==> src/rtl/simple_st0_st_act_buf_if.sv <==
// Bus bundle for simple_st0_st_act_buf: adder result input, activated-value
// output with valid/ready, FIFO occupancy and sticky overflow flag.
// float_24_8 values are carried as 32-bit words: {sgn[31], exp[30:23], man[22:0]}.
interface simple_st0_st_act_buf_if #(
    parameter int AW = 2
) ();
    logic [31:0] simple_st0_st_adder;
    logic        simple_st0_st_adder_valid;
    logic [31:0] act_out;
    logic        act_out_valid;
    logic        act_out_ready;
    logic [AW:0] act_level;
    logic        act_overflow;

    // Producer/consumer side (drives adder results and ready).
    modport master (
        output simple_st0_st_adder, simple_st0_st_adder_valid, act_out_ready,
        input  act_out, act_out_valid, act_level, act_overflow
    );

    // Activation buffer side.
    modport slave (
        input  simple_st0_st_adder, simple_st0_st_adder_valid, act_out_ready,
        output act_out, act_out_valid, act_level, act_overflow
    );
endinterface

==> src/rtl/simple_st0_st_act_buf.sv <==
// Activation buffer: registers ReLU(adder result), then queues it in a
// DEPTH-entry FIFO drained by a valid/ready consumer. Results that arrive
// while the FIFO is full (and not being popped) are dropped and flagged in a
// sticky overflow bit. There is no backpressure toward the adder.
// Build option: define SIMPLE_ST0_ST_ACT_LEAKY_EN for a leaky ReLU (slope 1/8,
// implemented as exponent - 3) instead of plain ReLU.
module simple_st0_st_act_buf #(
    parameter int DEPTH = 4,
    parameter int AW    = 2
) (
    input  logic                  clk,
    input  logic                  reset,
    simple_st0_st_act_buf_if.slave bus
);
    localparam logic [AW:0]   LVL_FULL = (AW+1)'(DEPTH);
    localparam logic [AW:0]   LVL_ONE  = (AW+1)'(1);
    localparam logic [AW-1:0] PTR_ONE  = AW'(1);

    // Activation function on a float_24_8 word. exp=0 is a zero/denormal and
    // always maps to +0; non-negative values pass through untouched.
    function automatic logic [31:0] act_fn(input logic [31:0] x);
        logic [31:0] y;
        y = '0;
        if (x[30:23] == 8'd0) begin
            y = '0;
        end else if (!x[31]) begin
            y = x;
        end
`ifdef SIMPLE_ST0_ST_ACT_LEAKY_EN
        else if (x[30:23] >= 8'd4) begin
            // Scaling by 1/8 is an exponent decrement of 3; tiny values flush to 0.
            y = {1'b1, x[30:23] - 8'd3, x[22:0]};
        end
`endif
        return y;
    endfunction

    logic              act_v_q, act_v_d;
    logic [31:0]       act_d_q, act_d_d;
    logic [AW-1:0]     rd_ptr_q, rd_ptr_d;
    logic [AW-1:0]     wr_ptr_q, wr_ptr_d;
    logic [AW:0]       level_q, level_d;
    logic              ovf_q, ovf_d;
    logic [31:0]       mem [DEPTH];
    logic              full, pop, push;

    // Stage 1: activation register captures f(adder) whenever a result arrives.
    always_comb begin
        act_v_d = bus.simple_st0_st_adder_valid;
        act_d_d = act_d_q;
        if (bus.simple_st0_st_adder_valid) begin
            act_d_d = act_fn(bus.simple_st0_st_adder);
        end
    end

    // Stage 2: FIFO push/pop decisions, pointer/level update and overflow tracking.
    always_comb begin
        full     = (level_q == LVL_FULL);
        pop      = (level_q != '0) && bus.act_out_ready;
        // A pop in the same cycle frees the slot, so a full FIFO still accepts.
        push     = act_v_q && (!full || pop);
        rd_ptr_d = rd_ptr_q;
        wr_ptr_d = wr_ptr_q;
        level_d  = level_q;
        ovf_d    = ovf_q;
        if (pop) begin
            rd_ptr_d = rd_ptr_q + PTR_ONE;
        end
        if (push) begin
            wr_ptr_d = wr_ptr_q + PTR_ONE;
        end
        if (push && !pop) begin
            level_d = level_q + LVL_ONE;
        end else if (pop && !push) begin
            level_d = level_q - LVL_ONE;
        end
        if (act_v_q && !push) begin
            ovf_d = 1'b1;
        end
    end

    // Control and stage-1 state, cleared asynchronously by reset.
    always_ff @(posedge clk or negedge reset) begin
        if (!reset) begin
            act_v_q  <= 1'b0;
            act_d_q  <= '0;
            rd_ptr_q <= '0;
            wr_ptr_q <= '0;
            level_q  <= '0;
            ovf_q    <= 1'b0;
        end else begin
            act_v_q  <= act_v_d;
            act_d_q  <= act_d_d;
            rd_ptr_q <= rd_ptr_d;
            wr_ptr_q <= wr_ptr_d;
            level_q  <= level_d;
            ovf_q    <= ovf_d;
        end
    end

    // FIFO storage; contents are meaningless once the level is cleared, so no reset.
    always_ff @(posedge clk) begin
        if (push) begin
            mem[wr_ptr_q] <= act_d_q;
        end
    end

    assign bus.act_out       = mem[rd_ptr_q];
    assign bus.act_out_valid = (level_q != '0);
    assign bus.act_level     = level_q;
    assign bus.act_overflow  = ovf_q;
endmodule
==> src/flat_wrapper.sv <==
// flat-port wrapper written by rule: the top's interface ports become plain ports
module simple_st0_st_act_buf_flat 
#(
    parameter int DEPTH = 4,
    parameter int AW    = 2
)
  (clk, reset, bus_simple_st0_st_adder, bus_simple_st0_st_adder_valid, bus_act_out_ready, bus_act_out, bus_act_out_valid, bus_act_level, bus_act_overflow);
  simple_st0_st_act_buf_if #(.AW(AW)) bus_i ();
  input  logic clk;
  input  logic reset;
  input wire logic [$bits(bus_i.simple_st0_st_adder)-1:0] bus_simple_st0_st_adder;
  input wire logic [$bits(bus_i.simple_st0_st_adder_valid)-1:0] bus_simple_st0_st_adder_valid;
  input wire logic [$bits(bus_i.act_out_ready)-1:0] bus_act_out_ready;
  output wire logic [$bits(bus_i.act_out)-1:0] bus_act_out;
  output wire logic [$bits(bus_i.act_out_valid)-1:0] bus_act_out_valid;
  output wire logic [$bits(bus_i.act_level)-1:0] bus_act_level;
  output wire logic [$bits(bus_i.act_overflow)-1:0] bus_act_overflow;
  assign bus_i.simple_st0_st_adder = bus_simple_st0_st_adder;
  assign bus_i.simple_st0_st_adder_valid = bus_simple_st0_st_adder_valid;
  assign bus_i.act_out_ready = bus_act_out_ready;
  assign bus_act_out = bus_i.act_out;
  assign bus_act_out_valid = bus_i.act_out_valid;
  assign bus_act_level = bus_i.act_level;
  assign bus_act_overflow = bus_i.act_overflow;
  simple_st0_st_act_buf #(.DEPTH(DEPTH), .AW(AW)) u_core (.clk(clk), .reset(reset), .bus(bus_i));
endmodule
==> config.mk <==
export PLATFORM = sky130hd
export DESIGN_NAME = simple_st0_st_act_buf_flat
export DESIGN_NICKNAME = d
export VERILOG_FILES = /design/src/rtl/simple_st0_st_act_buf_if.sv /design/src/rtl/simple_st0_st_act_buf.sv /design/src/flat_wrapper.sv
export SDC_FILE = /design/constraint.sdc
export NUM_CORES = 1
export LEC_CHECK = 0
export BUFFER_PORTS_ARGS = -buffer_cell sky130_fd_sc_hd__buf_2
export CELL_PAD_IN_SITES_DETAIL_PLACEMENT = 0
export CELL_PAD_IN_SITES_GLOBAL_PLACEMENT = 1
export CORE_MARGIN = 1.5
export CORE_UTILIZATION = 40
export DETAILED_ROUTE_END_ITERATION = 12
export MAX_ROUTING_LAYER = met4
export PLACE_DENSITY_LB_ADDON = 0.08
export SETUP_SLACK_MARGIN = 0.4
export SLEW_MARGIN = 20
export SYNTH_ARGS = -nofsm -noshare
export SYNTH_HDL_FRONTEND = slang
export SYNTH_SLANG_ARGS = --single-unit
export TNS_END_PERCENT = 5
==> constraint.sdc <==
create_clock -name clk -period 4.15 [get_ports clk]
set_input_delay 0.6225 -clock clk [delete_from_list [all_inputs] [get_ports clk]]
set_output_delay 0.6225 -clock clk [all_outputs]
set_load 0.01 [all_outputs]
==> Yosys cells after proc, flatten, opt, wreduce, memory -nomap -nowiden <==
Memories as Yosys holds them, arrays and structs flattened.
Cells that the tools add are included.
{ "op_classes": {"n_addsub": 4, "eq_ne": 1, "muxes": 6, "n_reduce_logical": 12} }
{ "ops": {"columns": ["operator", "count"], "rows": [
  ["two-way mux 32 bit", 1],
  ["two-way mux 31 bit", 1],
  ["zero test 8 bit", 1],
  ["two-way mux 3 bit", 2],
  ["logical AND 1 bit", 5],
  ["adder 2 x 1 -> 2 bit, second input constant", 2],
  ["adder 3 x 1 -> 3 bit, second input constant", 1],
  ["== test 3 bit, second input constant", 1],
  ["zero test 1 bit", 3],
  ["nonzero test 3 bit", 1],
  ["subtractor 3 x 1 -> 3 bit, second input constant", 1],
  ["two-way mux 1 bit", 2],
  ["nonzero test 2 bit", 1],
  ["logical OR 1 bit", 1]
]} }
{ "word_totals": {"register_bits": 41, "mem_bits_rw": 128, "inputBits": 36, "output_inout_bits": 37, "wordCells": 30, "n_memories": 1} }
{ "memory_table": {"columns": ["memory", "depth", "word_bits", "rd", "rd_ports_with_merged_regs", "wr", "line", "rtl"], "rows": [
  ["u_core.mem", 4, 32, 1, 0, 1, "simple_st0_st_act_buf.sv:44", "logic [31:0] mem [DEPTH];"]
]} }

==> Longest topological paths before layout <==
{ "logic_depth": {"depth_word": 8, "depth_mapped": 9, "depth_no_buf": 8} }

==> Least setup slack after synthesis <==
No wires, ideal clock.
{ "synth_path": {"kind": "reg2reg", "from": "reg u_core.level_q[0] (netlist: u_core.bus.act_level[0])", "to": "reg u_core.level_q[2] (netlist: u_core.bus.act_level[2])", "setup_time_ps": 79, "arrival_time_ps": 2036, "required_time_ps": 4071, "setup_slack_ps": 2035, "stages_incl_launch_ff": 9, "period_less_slack_ps": 2115, "path_cell_list": "dfrtp_1 -> or3_1 -> nand2_1 -> ha_1 -> inv_1 -> fa_1 -> xor2_1 -> nor2_1 -> xor2_1"} }
{ "synth_via": {"elab_chain_cells": 7, "elab_cells_between_ends": 15, "cone_classes": "add/sub: 2; eq/ne: 1; mux: 2; reduce/logical: 10"} }
{ "synth_rtl": {"columns": ["item", "line", "rtl"], "rows": [
  ["from (decl)", "simple_st0_st_act_buf.sv:42", "logic [AW:0] level_q, level_d;"],
  ["from (signal assigned)", "simple_st0_st_act_buf.sv:96", "level_q <= level_d;"],
  ["nonzero test 3 bit *", null, null],
  ["net bus_act_out_valid", "flat_wrapper.sv:15", "output wire logic [$bits(bus_i.act_out_valid)-1:0] bus_act_out_valid;"],
  ["logical AND 1 bit *", "simple_st0_st_act_buf.sv:59", "pop = (level_q != '0) && bus.act_out_ready;"],
  ["logical OR 1 bit", "simple_st0_st_act_buf.sv:61", "push = act_v_q && (!full || pop);"],
  ["logical AND 1 bit", "simple_st0_st_act_buf.sv:61", null],
  ["zero test 1 bit", "simple_st0_st_act_buf.sv:74", "end else if (pop && !push) begin"],
  ["logical AND 1 bit", "simple_st0_st_act_buf.sv:74", null],
  ["nonzero test 2 bit (no source line)", null, null]
]} }
Mark *: on every way through the listed nets, which the timed path passes. The rest lies on a longest branch. The select of a mux whose other input is x is not followed.
A chain may end at the register's enable or synchronous reset.

==> Final worst setup path <==
{ "layout_path": {"from": "reg u_core.rd_ptr_q[0]", "to": "out bus_act_out[25]"} }
{ "layout_via": {"elab_chain_cells": 1} }
{ "layout_rtl": {"columns": ["item", "line", "rtl"], "rows": [
  ["from (decl)", "simple_st0_st_act_buf.sv:40", "logic [AW-1:0] rd_ptr_q, rd_ptr_d;"],
  ["from (signal assigned)", "simple_st0_st_act_buf.sv:94", "rd_ptr_q <= rd_ptr_d;"],
  ["memory read (4 x 32 bit)", null, null],
  ["to (decl)", "flat_wrapper.sv:14", "output wire logic [$bits(bus_i.act_out)-1:0] bus_act_out;"]
]} }
No other way between the ends.

==> impl_metrics.tcl <==
set metrics [dict create \
    crit_path_end_kind "primary output" \
    seqPwrFrac 0.441 \
    worst_slew_pin_slew_ns 0.898 \
    port_buffers 71 \
    p_comb_frac 0.225 \
    cts_root_buf "clkbuf_16" \
    drc 0 \
    multi_input_area_sq_um 1430 \
    power_frac_clock 0.334 \
    switching_share 0.265 \
    cts_resized 0 \
    clock_sinks 164 \
    crit_arrival_ns 2.14 \
    finalWorstSetupSlack_ns 1.39 \
    drtAntennaViolNets 0 \
    ys_types 32 \
    grt_pass1_vias 3249 \
    antenna_found_initial 0 \
    n_fill_cell 1288 \
    fin_crit_ns 2.76 \
    cts.path.max_buffers 2 \
    final-seq-area_sq_um 4730 \
    yosys.area.top_type_share 0.590 \
    io_pins 73 \
    routedWlPerCell_um 18.9 \
    hold_path_class "in -> async" \
    post_synth.cell_area_avg_sq_um 20.1 \
    gp_congestion 0.648 \
    rsz0062_at_grt "false" \
    slew_headroom 0.401 \
    cts_buffers 17 \
    nNetsFinal 433 \
    finalHoldViolations 0 \
    fin_crit_sh 0.666 \
    start_kind "flip-flop" \
    clk_latency_ns 0.42 \
    core_region_area_sq_um 15300 \
    netlist_area_sq_um 6310 \
    place_inst 583 \
    cp.required_ns 3.53 \
    die_h_um 129 \
    cts_setup_buffers 0 \
    initial_core_util 0.412 \
    synth.top_cells.by_area "edfxtp_1 59%, dfrtp_1 16%, mux4_2 11%" \
    ys_seq_area_frac 0.749 \
    final_util 0.491 \
    die_w_um 129 \
    grt-ovfl-total 0 \
    grt_util_all_layers 0.161 \
    status "complete, no violations" \
    routed_wl_um 11600 \
    crit_fanout 15 \
    power_density_nw_per_um2 704 \
    yosys.area.top_type "edfxtp_1" \
    path_class "reg -> out" \
    p_sw_mw 1.40 \
    hpwlAfterDp_um 6770 \
    syn_to_final_growth_pct 19.2 \
    cts_tree "yes" \
    max_freq_mhz 362 \
    antenna_cells 0 \
    grt_pass1_wl_um 18200 \
    skew_ns 0.00889 \
    cts_hold_buf 0 \
    yosys_warnings 0 \
    irDropWorstVdd_v 0.000303 \
    synth.net_count 356 \
    maxCapViolations 0 \
    path_clk_slew_ns 0.06 \
    drtPass1Iterations 4 \
    grt_max_degree 64 \
    vias_per_cell 4.91 \
    synth_seq_cells 164 \
    htreeDepth 4 \
    internal_power_mw 3.89 \
    fin_tns_setup_ns 0 \
    vias 3021 \
    report.final.slew_viol_count 0 \
    p_leak_nw 2.80 \
    synthCells 314 \
    fin_cells 615 \
    dp_slack_ns 1.61 \
    final-setup-viol-count 0 \
    die_area_sq_um 16500 \
    fp-row-count 45 \
    drtIter0Drc 213 \
    drive_above_1_share 0.369 \
]
==> cell usage in the layout (no fill, tap or decap), drive strengths merged, types with 3 or more instances in the layout <==
master	count
and2	4
buf	75
clkbuf	22
clkinv	3
edfxtp	124
o21ai	8
nor2b	22
dfrtp	40
nand3b	8
mux4	31
xnor2	4
ha	5
a31o	23
inv	11
bufinv	6
==> worst max-delay path, cell delays in order (launching register included) <==
cell and delay, ns:
dfrtp_2 0.57, buf_4 0.38, mux4_2 0.60, buf_2 0.17
==> synth_stat cells, drive strengths merged <==
cell	count
conb	1
ha	5
nand3b	8
dfrtp	40
nor4b	1
nand2	1
mux4	31
fa	1
clkbuf	3
a21o	1
nor4	2
nor2	1
xor2	2
and2b	2
a31o	23
nor2b	22
a21oi	1
mux2	2
o21ai	8
nand3	1
inv	11
or3	1
xnor2	4
edfxtp	124
and2	4
buf	14
==> layer usage <==
layer | track usage | vias up | wire length (um)
li1 | - | 1385 | -
met1 | 0.188 | 1560 | 5080
met2 | 0.266 | 66 | 5970
met3 | 0.0470 | 10 | 481
met4 | 0.0575 | 0 | 114
met5 | - | - | 0
==> cell families after synthesis <==
kind of cell | count (synthesis) | synth area share
flops | 164 | 0.749
fa+ha+maj | 6 | 0.0131
other cells | 1 | 0.000594
simple gates | 43 | 0.0474
xor+xnor | 6 | 0.00833
compound gates | 33 | 0.0409
buf+inv | 28 | 0.0260
mux | 33 | 0.115
==> power by group through the flow <==
stage	logic, mW	clock network, mW	registers (mW)
after floorplan	0.891	0	2.25
after global placement	1.23	0	2.36
after detailed placement	1.24	0	2.38
after CTS	1.24	1.80	2.35
after global routing	1.31	1.87	2.38
final	1.19	1.77	2.34
==> sequential cells by signal (all words and copies together), names as in the netlist <==
signal	cells
u_core.act_v_q	1
u_core.rd_ptr_q	2
u_core.mem	124
u_core.wr_ptr_q	2
u_core.bus.act_overflow	1
u_core.bus.act_level	3
u_core.act_d_q	31
==> through the flow <==
step | hold slack, ns | power [mW] | area [sq um]
after floorplan | 0.327 | 3.14 | 6310
after global placement | 0.448 | 3.60 | 6840
after detailed placement | 0.451 | 3.62 | 6840
after CTS | 0.293 | 5.39 | 7520
after global routing | 0.321 | 5.56 | 7520
final | 0.283 | 5.30 | 7520
==> area by class of cell <==
cell class | instances | area share
tap | 211 | 0.0351
clock buffer | 22 | 0.0631
clock inverter | 10 | 0.0268
sequential | 164 | 0.629
multi-input combinational | 122 | 0.189
inverter | 11 | 0.00549
timing repair buffer | 75 | 0.0516
==> path summary, 6_finish.rpt <==
check	cells after the start	slack (ns)	from	end
setup / recovery	3	1.39	u_core.rd_ptr_q[0]	bus_act_out[25]
hold / removal	2	0.28	reset	u_core.act_d_q[28]
setup reg to reg	3	1.91	u_core.bus.act_level[0]	u_core.mem[1][16]
hold reg to reg	1	0.47	u_core.bus.act_overflow	u_core.bus.act_overflow
max in group asynchronous	2	3.43	reset	u_core.rd_ptr_q[0]
min in group clk	2	0.43	bus_simple_st0_st_adder[19]	u_core.act_d_q[19]
Note: power is estimated with default switching activity, not from simulation.
